==> src/rtl/imm_gen_pipe.sv <==
// imm_gen_pipe: decode-stage immediate generator behind a valid/ready handshake.
// Immediate, format and legality are decoded at capture; SKID selects a 2-entry skid buffer.
module imm_gen_pipe #(
   parameter int XLEN = 32,
   parameter int SKID = 1
) (
   input  logic            clk,
   input  logic            rst,
   input  logic            flush,
   input  logic            in_valid,
   output logic            in_ready,
   input  logic [31:0]     in_inst,
   output logic            out_valid,
   input  logic            out_ready,
   output logic [31:0]     out_inst,
   output logic [XLEN-1:0] out_imm,
   output logic [2:0]      out_fmt,
   output logic            out_illegal
);

   localparam logic [2:0] FMT_R     = 3'd0;
   localparam logic [2:0] FMT_I     = 3'd1;
   localparam logic [2:0] FMT_S     = 3'd2;
   localparam logic [2:0] FMT_B     = 3'd3;
   localparam logic [2:0] FMT_U     = 3'd4;
   localparam logic [2:0] FMT_J     = 3'd5;
   localparam logic [2:0] FMT_SHAMT = 3'd6;
   localparam logic [2:0] FMT_NONE  = 3'd7;

   localparam logic [6:0] OPC_OP      = 7'b0110011;
   localparam logic [6:0] OPC_OP32    = 7'b0111011;
   localparam logic [6:0] OPC_LOAD    = 7'b0000011;
   localparam logic [6:0] OPC_JALR    = 7'b1100111;
   localparam logic [6:0] OPC_OPIMM   = 7'b0010011;
   localparam logic [6:0] OPC_OPIMM32 = 7'b0011011;
   localparam logic [6:0] OPC_STORE   = 7'b0100011;
   localparam logic [6:0] OPC_BRANCH  = 7'b1100011;
   localparam logic [6:0] OPC_LUI     = 7'b0110111;
   localparam logic [6:0] OPC_AUIPC   = 7'b0010111;
   localparam logic [6:0] OPC_JAL     = 7'b1101111;

   localparam bit RV64 = (XLEN == 64);

   typedef struct packed {
      logic [31:0]     inst;
      logic [XLEN-1:0] imm;
      logic [2:0]      fmt;
      logic            illegal;
   } entry_t;

   localparam entry_t ENTRY_RESET = '{inst: 32'h0000_0000, imm: {XLEN{1'b0}},
                                      fmt: FMT_NONE, illegal: 1'b0};

   function automatic entry_t decode(input logic [31:0] inst);
      entry_t e;
      logic   is_shift;
      e.inst    = inst;
      e.imm     = {XLEN{1'b0}};
      e.fmt     = FMT_NONE;
      e.illegal = 1'b0;
      // funct3 001 (SLLI) or 101 (SRLI/SRAI); inst[30] never reaches imm
      is_shift  = (inst[13:12] == 2'b01);
      case (inst[6:0])
         OPC_OP: begin
            e.fmt = FMT_R;
         end
         OPC_OP32: begin
            if (RV64) begin
               e.fmt = FMT_R;
            end else begin
               e.illegal = 1'b1;
            end
         end
         OPC_LOAD, OPC_JALR: begin
            e.fmt = FMT_I;
            e.imm = XLEN'($signed(inst[31:20]));
         end
         OPC_OPIMM: begin
            if (is_shift) begin
               e.fmt = FMT_SHAMT;
               e.imm = RV64 ? XLEN'(inst[25:20]) : XLEN'(inst[24:20]);
            end else begin
               e.fmt = FMT_I;
               e.imm = XLEN'($signed(inst[31:20]));
            end
         end
         OPC_OPIMM32: begin
            if (!RV64) begin
               e.illegal = 1'b1;
            end else if (is_shift) begin
               e.fmt = FMT_SHAMT;
               e.imm = XLEN'(inst[24:20]);
            end else begin
               e.fmt = FMT_I;
               e.imm = XLEN'($signed(inst[31:20]));
            end
         end
         OPC_STORE: begin
            e.fmt = FMT_S;
            e.imm = XLEN'($signed({inst[31:25], inst[11:7]}));
         end
         OPC_BRANCH: begin
            e.fmt = FMT_B;
            e.imm = XLEN'($signed({inst[31], inst[7], inst[30:25], inst[11:8], 1'b0}));
         end
         OPC_LUI, OPC_AUIPC: begin
            e.fmt = FMT_U;
            e.imm = XLEN'($signed({inst[31:12], 12'h000}));
         end
         OPC_JAL: begin
            e.fmt = FMT_J;
            e.imm = XLEN'($signed({inst[31], inst[19:12], inst[20], inst[30:21], 1'b0}));
         end
         default: begin
            e.illegal = 1'b1;
         end
      endcase
      return e;
   endfunction

   entry_t main_r;
   entry_t main_n_s;
   logic   main_valid_r;
   logic   main_valid_n_s;
   entry_t in_entry_s;
   logic   accept_s;

   assign in_entry_s  = decode(in_inst);
   assign accept_s    = in_valid & in_ready;
   assign out_valid   = main_valid_r;
   assign out_inst    = main_r.inst;
   assign out_imm     = main_r.imm;
   assign out_fmt     = main_r.fmt;
   assign out_illegal = main_r.illegal;

   generate
      if (SKID != 0) begin : g_skid
         entry_t skid_r;
         entry_t skid_n_s;
         logic   skid_valid_r;
         logic   skid_valid_n_s;
         logic   in_ready_r;
         logic   main_free_s;

         assign main_free_s = ~main_valid_r | out_ready;
         assign in_ready    = in_ready_r;

         // Main/skid next state; skid drains into main before any new input is considered
         always_comb begin
            main_valid_n_s = main_valid_r;
            main_n_s       = main_r;
            skid_valid_n_s = skid_valid_r;
            skid_n_s       = skid_r;
            if (main_free_s) begin
               if (skid_valid_r) begin
                  main_valid_n_s = 1'b1;
                  main_n_s       = skid_r;
                  skid_valid_n_s = 1'b0;
               end else if (accept_s) begin
                  main_valid_n_s = 1'b1;
                  main_n_s       = in_entry_s;
               end else begin
                  main_valid_n_s = 1'b0;
               end
            end else if (accept_s) begin
               skid_valid_n_s = 1'b1;
               skid_n_s       = in_entry_s;
            end else begin
               skid_valid_n_s = skid_valid_r;
            end
         end

         // Skid register and the flopped in_ready that mirrors an empty skid slot
         always_ff @(posedge clk) begin
            if (rst || flush) begin
               skid_valid_r <= 1'b0;
               skid_r       <= ENTRY_RESET;
               in_ready_r   <= 1'b1;
            end else begin
               skid_valid_r <= skid_valid_n_s;
               skid_r       <= skid_n_s;
               in_ready_r   <= ~skid_valid_n_s;
            end
         end
      end else begin : g_noskid
         assign in_ready = out_ready | ~main_valid_r;

         // Single output register: load on accept, empty on an unreplaced output transfer
         always_comb begin
            main_valid_n_s = main_valid_r;
            main_n_s       = main_r;
            if (accept_s) begin
               main_valid_n_s = 1'b1;
               main_n_s       = in_entry_s;
            end else if (out_ready) begin
               main_valid_n_s = 1'b0;
            end else begin
               main_valid_n_s = main_valid_r;
            end
         end
      end
   endgenerate

   // Output register; reset and flush override any transfer on the same edge
   always_ff @(posedge clk) begin
      if (rst || flush) begin
         main_valid_r <= 1'b0;
         main_r       <= ENTRY_RESET;
      end else begin
         main_valid_r <= main_valid_n_s;
         main_r       <= main_n_s;
      end
   end

endmodule

==> config.mk <==
export PLATFORM = sky130hd
export DESIGN_NAME = imm_gen_pipe
export DESIGN_NICKNAME = d
export VERILOG_FILES = /design/src/rtl/imm_gen_pipe.sv
export SDC_FILE = /design/constraint.sdc
export NUM_CORES = 1
export LEC_CHECK = 0
export BUFFER_PORTS_ARGS = -buffer_cell sky130_fd_sc_hd__buf_2
export CORE_UTILIZATION = 50
export DETAILED_ROUTE_END_ITERATION = 8
export GPL_TIMING_DRIVEN = 0
export PLACE_DENSITY = 0.79
export SLEW_MARGIN = 20
export SYNTH_ARGS = -nofsm -noshare
export SYNTH_HDL_FRONTEND = slang
export SYNTH_SLANG_ARGS = --single-unit
==> constraint.sdc <==
create_clock -name clk -period 1.5 [get_ports clk]
set_input_delay 0.225 -clock clk [delete_from_list [all_inputs] [get_ports clk]]
set_output_delay 0.225 -clock clk [all_outputs]
set_load 0.01 [all_outputs]
==> results of run 1 <==
==> synth_stat cells <==
master     instances  area share (%)
o21bai_1           2            0.26
or3_1              2            0.21
dfxtp_1          139              47
o2111ai_1          1            0.15
buf_1              5            0.32
a22oi_1           11             1.4
o32ai_1            7             1.0
o21ai_0           71             6.1
nand4b_1           1            0.15
a31oi_1            6            0.64
a21o_1             1            0.13
and2_1             2            0.21
o211ai_1           4            0.51
o31ai_1            4            0.51
nor2_1            50             3.2
o22ai_1            1            0.11
and4bb_2           1            0.21
nand4_2            1            0.21
nor4_1             4            0.43
inv_1              4            0.26
nand3b_4           1            0.34
a31o_2             1            0.15
o221ai_1           1            0.15
o21ai_2            1            0.15
a311oi_1           1            0.15
nand3b_1           1            0.13
a211o_1            1            0.15
a221oi_2           8             2.0
a211oi_1          34             4.4
buf_2             13             1.1
nand3_1           23             2.0
mux2i_1           20             3.4
and3_1             1            0.11
and4bb_1           1            0.21
or2_2              2            0.21
and4b_1            1            0.17
nand2b_1           3            0.32
nor3_1            15             1.3
a21oi_4            1            0.28
buf_4              4            0.51
a21oi_1           85             7.3
nor2b_1           13             1.4
nand2_1          125             8.0
clkbuf_1          42             2.7
==> how the worst max path moves through the flow <==
stage / from / end / slack [ps] / depth (start not counted)
floorplan: in_inst[2] / out_imm[17] / -10 / 5
global placement: out_ready / g_skid.skid_r[10] / -440 / 7
detailed placement: out_ready / g_skid.skid_r[10] / -460 / 7
CTS: out_valid / g_skid.skid_r[30] / -20 / 5
global route: g_skid.skid_valid_r / out_inst[3] / -70 / 7
finish: in_ready / out_inst[20] / -20 / 5
==> cell usage in the layout (no fill, tap or decap), types with 3 or more instances in the layout <==
cell type,count
dfxtp_1,136
o21ai_1,3
clkbuf_16,17
buf_4,14
nor3_1,15
o32ai_1,7
a211oi_2,12
clkbuf_1,13
nor2_2,3
nor2b_1,12
o21ai_0,68
buf_6,8
o31ai_1,4
inv_1,4
nor4_1,3
clkbuf_8,3
a22oi_1,11
mux2i_1,20
nor2_1,47
nand2_1,125
clkbuf_2,14
dfxtp_2,3
clkinv_4,4
clkbuf_4,9
a31oi_1,6
a211oi_1,18
nand3_1,20
a221oi_2,8
a211oi_4,4
a21oi_4,3
buf_2,113
a21oi_1,82
bufinv_16,6
o211ai_1,4
==> state kept, by name, summed over array words and instances, names as in the netlist <==
name,count
g_skid.skid_r,68
out_imm,32
out_inst,32
out_fmt,3
g_skid.skid_valid_r,1
in_ready,1
out_illegal,1
out_valid,1
==> metrics by stage <==
step | TNS (ps) | instance area, um^2 | setup slack [ps]
after CTS | -99.9 | 7500 | -18.7
after detailed placement | -47510 | 6600 | -463
after global placement | -43540 | 6600 | -443
after global routing | -278 | 7650 | -68.3
after floorplan | -11.9 | 5900 | -11.9
final | -23.0 | 7650 | -19.1
==> routing by layer <==
metal | track usage (%) | share of wire (%) | vias to the layer above | wire (um)
met1 | 40.9 | 41 | 2852 | 7660
met4 | 13.2 | 3.5 | 0 | 660
met5 | 0 | 0 | - | 0
li1 | - | - | 2797 | -
met3 | 5.47 | 9.4 | 62 | 1760
met2 | 46.0 | 46 | 383 | 8620
==> kinds of logic after synthesis <==
logic type,count (synthesis),synth area share (%)
and+or+nand+nor,247,18.8
muxes,20,3.41
buffers and inverters,68,4.89
AOI/OAI and AO/OA,241,25.5
DFF,139,47.5
==> power by group through the flow <==
stage | clock network [mW] | logic (mW) | registers [mW]
5_1_grt | 5.07 | 0.915 | 3.83
2_1_floorplan | 0 | 0.396 | 3.93
3_3_place_gp | 0 | 0.722 | 3.90
6_report | 4.89 | 0.861 | 3.82
4_1_cts | 4.87 | 0.800 | 3.82
3_5_place_dp | 0 | 0.733 | 3.90
==> worst max-delay path: stages, from the launching register on <==
cell      delay [ps]
dfxtp_2          440
a21oi_4           90
or2_4            310
buf_4            200
a211oi_1         250
nor3_1            80
==> layout make-up <==
class                           instances  area, um^2  share of cell area [%]
Multi-Input combinational cell        508        3010                    39.3
Sequential cell                       139        2790                    36.4
Timing Repair Buffer                  110         569                    7.44
Clock buffer                           19         453                    5.92
Buffer                                 63         407                    5.31
Clock inverter                         13         238                    3.11
Tap cell                              143         179                    2.34
Inverter                                4        15.0                   0.196
==> what timing repair did <==
action                                  4_1_cts  5_1_grt
setup buffers                                 3        2
pin swaps                                     4        4
endpoints found under the setup margin      136      136
endpoints found under the hold margin         0        0
gates resized for setup                      69       53
gates cloned                                  1        0
==> results.py, run 1 <==
metrics = {
    "power": {
        "p_clk_share_pct": 51.1,
        "internal_power_mw": 7.30,
        "p_total_mw": 9.57,
        "p_switching_mw": 2.27,
        "combPwrFrac_pct": 9.0,
        "peakVddDrop_mv": 0.668,
        "switching_share_pct": 23.7,
        "power_density_nw_per_um2": 1250,
        "p_seq_share_pct": 39.9,
        "leakagePower_nw": 2.97,
    },
    "sta": {
        "worst_slack_ps": -19.1,
        "rsz0062_at_grt": "yes",
        "hold_violations": 0,
        "clock.fmax_mhz": 658,
        "finalSetupViolCount": 2,
        "relSlewSlack_pct": 56.3,
        "tightest_slew_ps": 655,
        "skew_ps": 6.38,
        "hold_slack_ps": 76.0,
        "drv_slew": 0,
        "min_period_over_period_pct": 101,
        "fin_crit_ps": 1520,
    },
    "clock_network": {
        "cts_made_buffers": 17,
        "htreeDepth": 4,
        "holdBufCountCts": 0,
        "cts_buffer_depth": 2,
        "root_buffer": "clkbuf_16",
        "cts_tree": "done",
        "clk_latency_ps": 420,
        "clock-sinks": 139,
        "clk_transition_reported_paths_ps": 60,
    },
    "floorplanning": {
        "io_pins": 107,
        "num_rows": 39,
        "core-area_um2": 11400,
        "die_w_um": 110,
        "die_area_um2": 12200,
        "start_util_pct": 51.4,
        "die_h_um": 110,
    },
    "route": {
        "num_vias": 6094,
        "drc": 0,
        "firstDrtPassIters": 5,
        "wl_mm": 18.7,
        "antenna_left": 0,
        "via_per_inst": 6.10,
        "post_drt_wl_per_cell_um": 18.7,
        "drt_iter0_drc": 838,
    },
    "synthesis": {
        "ys_seq_area_share_pct": 47.5,
        "ys_warn_count": 0,
        "synthDistinctLibCells": 44,
        "syn_area_um2": 5860,
        "syn-num-nets": 752,
        "syn_inst": 715,
        "ys_ff_latch": 139,
        "avgSynthCellArea_um2": 8.20,
    },
    "setup_path": {
        "cp.arrival_ps": 1790,
        "regToRegSetupSlack_ps": -20,
        "r2r-end": "out_inst[20]",
        "worstPathRequired_ps": 1770,
        "critPathLaunchType": "register",
        "endpoint_kind": "register",
        "cp_max_fo": 10,
        "path_class": "register to register",
        "worstReg2RegStart": "in_ready",
        "reg2reg_depth": 5,
    },
    "place": {
        "hpwlAfterDp_mm": 12.1,
        "gp_congestion": 0.951,
        "io_buffers": 104,
        "dp.cells": 962,
    },
    "global_routing": {
        "antenna_found_initial": 0,
        "grt_max_degree": 17,
        "grt_overflow": 0,
        "grt_use_total_pct": 29.9,
        "grt_pass1_wl_mm": 27.3,
        "grt_pass1_vias": 5251,
    },
    "finish": {
        "syn2layout_area_growth_pct": 30.5,
        "stdcell_count": 999,
        "drive_above_1_share_pct": 28.2,
        "n_fill_cell": 889,
        "diodes": 0,
        "post-route-util_pct": 67.0,
        "finalNetCount": 880,
    },
    "worst_hold_path": {
        "hp-class": "primary input to register",
        "holdPathStages": 3,
        "hp-start": "in_inst[9]",
        "hold_end": "g_skid.skid_r[45]",
    },
    "run_status": {
        "violations": "negative setup slack",
        "outcome": "finished with violations",
    },
    "run": {
        "drv_cap": 0,
    },
}
No activity file was read; power rests on OpenSTA's default activity.
==> inputs of run 2 (changes only) <==
- CORE_UTILIZATION: 50 -> 48
- PLACE_DENSITY: 0.79 -> 0.76
==> run 2 against run 1 <==
- the run still ends with negative setup slack left
- die area is 4.1% higher
- highest routed layer unchanged
- global-route usage is 0.85 points lower
- critical path depth increased by 1
- clock-buffer cell count unchanged
- critical path type unchanged
==> results.py, run 2 (synthesized netlist as in run 1, its figures left out) <==
metrics = {
    "run_status": {
        "outcome": "finished with violations",
        "violations": "negative setup slack",
    },
    "sta": {
        "fin_setup_tns_ps": -3.19,
        "tightest_slew_ps": 696,
        "drv_slew": 0,
        "rsz0062_at_grt": "yes",
        "skew_ps": 9.34,
        "relSlewSlack_pct": 53.6,
        "min_period_over_period_pct": 100,
        "finalSetupViolCount": 1,
        "clock.fmax_mhz": 665,
        "hold_violations": 0,
        "fin_crit_ps": 1500,
        "hold_slack_ps": 71.7,
        "worst_slack_ps": -3.19,
    },
    "floorplanning": {
        "io_pins": 107,
        "start_util_pct": 49.0,
        "die_area_um2": 12700,
        "num_rows": 40,
        "die_w_um": 113,
        "core-area_um2": 12000,
        "die_h_um": 113,
    },
    "finish": {
        "drive_above_1_share_pct": 27.1,
        "largest_register_ffs": 68,
        "regMostFlops": "g_skid.skid_r",
        "diodes": 0,
        "syn2layout_area_growth_pct": 29.8,
        "final_cell_mix": "136 x dfxtp_1, 125 x nand2_1, 115 x buf_2",
        "final_common_cell": "dfxtp_1",
        "post-route-util_pct": 63.7,
        "finalNetCount": 881,
        "stdcell_count": 1004,
        "n_fill_cell": 978,
        "final_area_um2": 7610,
    },
    "route": {
        "drt_iter0_drc": 798,
        "firstDrtPassIters": 6,
        "antenna_left": 0,
        "drc": 0,
        "wl_mm": 18.7,
        "post_drt_wl_per_cell_um": 18.6,
        "via_per_inst": 6.03,
        "num_vias": 6056,
    },
    "setup_path": {
        "cp.arrival_ps": 1840,
        "worstPathRequired_ps": 1840,
        "endpoint_kind": "register",
        "regToRegSetupSlack_ps": -3,
        "cp_max_fo": 8,
        "path_class": "register to register",
        "critPathLaunchType": "register",
        "crit_chain": "buf_8 -> a21oi_4 -> nor2_4 -> clkbuf_16 -> o21ai_0 -> a221oi_2",
        "slowest_delay_ps": 360,
        "worst_path_max_delay_cell": "dfxtp_4",
        "path_buf_inv": 2,
        "crit_family": "compound AO/OA/AOI/OAI gates",
    },
    "place": {
        "hpwlAfterDp_mm": 12.4,
        "dp_slack_ps": -450,
        "dp.cells": 966,
        "dpl-instance-area_um2": 6600,
        "gp_congestion": 0.921,
        "io_buffers": 104,
    },
    "power": {
        "internal_power_mw": 6.97,
        "peakVddDrop_mv": 0.661,
        "p_clk_share_pct": 49.3,
        "switching_share_pct": 24.5,
        "combPwrFrac_pct": 9.3,
        "power_density_nw_per_um2": 1210,
        "p_seq_share_pct": 41.4,
        "p_switching_mw": 2.26,
        "leakagePower_nw": 2.94,
        "p_total_mw": 9.22,
    },
    "clock_network": {
        "cts_made_buffers": 17,
        "holdBufCountCts": 0,
        "cts_tree": "done",
        "htreeDepth": 4,
        "cts_buffer_depth": 2,
        "clk_transition_reported_paths_ps": 60,
        "clock-sinks": 139,
        "clk_latency_ps": 430,
        "root_buffer": "clkbuf_16",
    },
    "worst_hold_path": {
        "hp-class": "primary input to register",
    },
    "global_routing": {
        "grt_pass1_vias": 5496,
        "antenna_found_initial": 0,
        "grt_max_degree": 17,
        "grt_overflow": 0,
        "grt_pass1_wl_mm": 28.2,
        "grt_use_total_pct": 29.1,
    },
    "run": {
        "drv_cap": 0,
    },
}
[run 2: cell types whose count changed in the layout (fill, tap and decap cells not counted), sizes merged]
cell,change
buf,+2
bufinv,-2
clkbuf,-1
clkinv,-1
clkinvlp,+3
[run 2: what timing repair did]
item,in CTS,in global routing
pin swaps,2,6
resized for setup,63,50
endpoints found under the setup margin,136,137
cloned,0,1
buffers inserted,1,5
[run 2: path summary, 6_finish.rpt]
| kind | startpoint | endpoint | cells past startpoint |
|---|---|---|---|
| max | g_skid.skid_valid_r | out_imm[19] | 6 |
| min reg2reg | g_skid.skid_r[46] | g_skid.skid_r[46] | 2 |
| min | in_inst[16] | g_skid.skid_r[52] | 3 |
| max reg2reg | g_skid.skid_valid_r | out_imm[19] | 6 |
[run 2: final cells by class]
class | count | area (um^2) | area share, %
repair buffers | 111 | 607 | 7.97
clock inverters | 13 | 189 | 2.48
flip-flops and latches | 139 | 2790 | 36.7
multi-input cells | 508 | 2960 | 38.9
well taps | 147 | 184 | 2.42
clock buffers | 19 | 453 | 5.95
inverters | 4 | 18.8 | 0.247
plain buffers | 63 | 412 | 5.41
[run 2: worst reg2reg max path: cells and delay by family (launching register included)]
family	cells	cell delay, ps
flip-flops	1	360
AND/OR/NAND/NOR	1	260
AO/OA/AOI/OAI	3	450
buffers and inverters	2	340
[run 2: per-layer routing]
| layer | GRT usage, % | part of all wire [%] | up-vias | routed length, um |
|---|---|---|---|---|
| li1 | - | - | 2800 | - |
| met1 | 37.6 | 41 | 2813 | 7760 |
| met2 | 45.4 | 46 | 383 | 8620 |
| met3 | 7.24 | 9.4 | 60 | 1750 |
| met4 | 14.3 | 3.2 | 0 | 594 |
| met5 | 0 | 0 | - | 0 |
[run 2: power groups by stage]
stage          Combinational, mW  Clock (mW)  Sequential, mW
6_report                   0.856        4.55            3.82
5_1_grt                    0.912        4.74            3.82
4_1_cts                    0.781        4.56            3.82
3_5_place_dp               0.732           0            3.90
3_3_place_gp               0.727           0            3.90
2_1_floorplan              0.396           0            3.93
==> inputs of run 3 (changes only) <==
- ABC_AREA: not set -> 1
- CTS_BUF_LIST: not set -> sky130_fd_sc_hd__clkbuf_8
==> run 3 against run 2 <==
- clock-buffer cell count stayed put
- fmax rose by 6.8%
- synthesized area increased by 4.8%
- total power decreased by 19%
- critical endpoint is now g_skid.skid_r[20]
- routed wire length up 5.9%
- sequential share of layout area rose by 0.82 points
- the run ends with design-rule violations left
- combinational power fell by 11%
- clock power decreased by 36%
- setup slack improved by 96 ps
==> results.py, run 3 <==
metrics = {
    "run_status": {
        "outcome": "finished with violations",
        "violations": "design-rule violations",
    },
    "sta": {
        "clock.fmax_mhz": 711,
        "fin_crit_ps": 1410,
        "skew_ps": 9.97,
        "rsz0062_at_grt": "yes",
        "relSlewSlack_pct": 59.1,
        "finalSetupViolCount": 0,
        "drv_slew": 0,
        "fin_setup_tns_ps": 0,
        "worst_slack_ps": 92.8,
        "hold_violations": 0,
        "min_period_over_period_pct": 93.8,
        "tightest_slew_ps": 614,
    },
    "floorplanning": {
        "die_area_um2": 13300,
        "start_util_pct": 50.1,
        "num_rows": 40,
        "die_h_um": 115,
        "io_pins": 107,
        "die_w_um": 115,
        "core-area_um2": 12300,
    },
    "route": {
        "drt_iter0_drc": 741,
        "via_per_inst": 5.71,
        "post_drt_wl_per_cell_um": 17.0,
        "num_vias": 6666,
        "antenna_left": 0,
        "firstDrtPassIters": 7,
        "drc": 1,
        "wl_mm": 19.8,
    },
    "place": {
        "io_buffers": 105,
        "gp_congestion": 0.972,
        "hpwlAfterDp_mm": 13.9,
        "dp_slack_ps": -420,
        "dpl-instance-area_um2": 6880,
    },
    "worst_hold_path": {
        "hp-class": "primary input to register",
    },
    "synthesis": {
        "synth_edf_count": 0,
        "synth_area_leaders": "dfxtp_1 45%, o21ai_0 11%, nand2_1 9.7%",
        "synthDistinctLibCells": 25,
        "ys_async_sr_fraction_pct": 0,
        "synth.most_common_cell": "nand2_1",
        "ys_warn_count": 0,
        "synth_top_area_cell": "dfxtp_1",
        "synth_top_area_share_pct": 45.3,
        "syn-num-nets": 896,
        "ys_seq_area_share_pct": 45.3,
        "ys_ff_latch": 139,
        "ys_top_cells_by_count": "158 x nand2_1, 140 x o21ai_0, 139 x dfxtp_1, 115 x a21oi_1, 75 x nor2_1",
        "avgSynthCellArea_um2": 7.15,
        "syn_area_um2": 6140,
        "syn_inst": 859,
        "synthFlopType": "dfxtp_1",
    },
    "setup_path": {
        "critPathLaunchType": "register",
        "endpoint_kind": "register",
        "worst_path_max_delay_cell": "dfxtp_2",
        "cp.arrival_ps": 1730,
        "path_class": "register to register",
        "cp_max_fo": 10,
        "regToRegSetupSlack_ps": 90,
        "crit_chain": "inv_1 -> nor2_2 -> inv_2 -> nor2_4 -> buf_6 -> buf_2 -> a31oi_1",
        "slowest_delay_ps": 330,
        "crit_family": "buffers and inverters",
        "path_buf_inv": 4,
        "worstPathRequired_ps": 1830,
    },
    "run": {
        "drv_cap": 0,
    },
    "clock_network": {
        "clk_latency_ps": 460,
        "cts_buffer_depth": 2,
        "cts_tree": "done",
        "clock-sinks": 139,
        "clk_transition_reported_paths_ps": 70,
        "htreeDepth": 4,
        "cts_made_buffers": 17,
        "root_buffer": "clkbuf_8",
    },
    "power": {
        "leakagePower_nw": 3.46,
        "peakVddDrop_mv": 0.644,
        "power_density_nw_per_um2": 1010,
    },
    "finish": {
        "drive_above_1_share_pct": 21.0,
        "final_cell_mix": "157 x nand2_1, 138 x o21ai_0, 137 x dfxtp_1",
        "syn2layout_area_growth_pct": 20.9,
        "largest_register_ffs": 68,
        "n_fill_cell": 1158,
        "final_common_cell": "nand2_1",
        "finalNetCount": 1023,
        "regMostFlops": "g_skid.skid_r",
        "final_area_um2": 7430,
    },
    "global_routing": {
        "grt_use_total_pct": 31.3,
        "grt_pass1_vias": 5971,
        "grt_max_degree": 17,
        "antenna_found_initial": 1,
        "grt_pass1_wl_mm": 31.3,
        "grt_overflow": 0,
    },
}
## run 3: cell types whose count changed in the layout (fill, tap and decap cells not counted), sizes merged, moves of 29 or more
cell    change
a211oi     -34
a21oi      +31
a31oi      +48
inv        +35
nand2      +42
nor2       +29
o21ai      +77
## run 3: what timing repair did
| item | CTS | global route |
|---|---|---|
| setup endpoints to repair | 135 | 130 |
| gates cloned | 0 | 2 |
| gates resized for setup | 46 | 41 |
| hold endpoints to repair | 1 | 0 |
| hold buffers | 1 | 0 |
| pin swaps | 0 | 2 |
| buffers inserted | 1 | 0 |
## run 3: worst paths after layout
path | from | endpoint | depth (start not counted)
min | in_inst[9] | g_skid.skid_r[45] | 3
min reg2reg | g_skid.skid_r[1] | g_skid.skid_r[1] | 2
max | out_valid | g_skid.skid_r[20] | 7
max reg2reg | out_valid | g_skid.skid_r[20] | 7
## run 3: kinds of logic (layout without fill, tap and decap cells)
logic type / after synthesis / in the layout / share of synthesized area, %
other cells: 0 / 1 / 0
flops: 139 / 139 / 45.3
compound gates: 320 / 320 / 27.3
buf+inv: 106 / 246 / 7.27
simple gates: 294 / 294 / 20.1
## run 3: worst reg2reg max path, stage by stage, from the launching register on
cell and delay (ps):
dfxtp_2 330, inv_1 40, nor2_2 100, inv_2 70, nor2_4 220, buf_6 180
buf_2 230, a31oi_1 120
## run 3: stage by stage
step,std cells,power [mW],util [%],hold slack [ps]
2_1_floorplan,859,4.31,-,360
3_5_place_dp,1132,4.62,56.1,454
4_1_cts,1166,7.51,60.0,25.7
5_1_grt,1168,7.78,60.6,25.4
6_report,1168,7.52,60.6,30.3
3_3_place_gp,1132,4.61,56.1,450
## run 3: final cells by class
class	count	area, um^2	share of cell area [%]
repair buffers	109	576	7.75
plain buffers	68	409	5.51
multi-input cells	614	2930	39.4
well taps	168	210	2.83
inverters	37	144	1.94
flip-flops and latches	139	2790	37.5
diodes	1	2.50	0.0337
clock buffers	19	262	3.52
clock inverters	13	111	1.50
## run 3: per-layer routing
metal | routed length [um] | global-route usage, % | up-vias
li1 | - | - | 3191
met1 | 8590 | 42.0 | 3051
met2 | 8690 | 47.1 | 373
met3 | 1860 | 7.33 | 51
met4 | 675 | 15.8 | 0
met5 | 0 | 0 | -
## run 3: report_power, final
part / internal (mW) / switching, mW
combinational: 0.252 / 0.506
sequential: 3.78 / 0.0461
clock: 1.52 / 1.41
total: 5.55 / 1.96
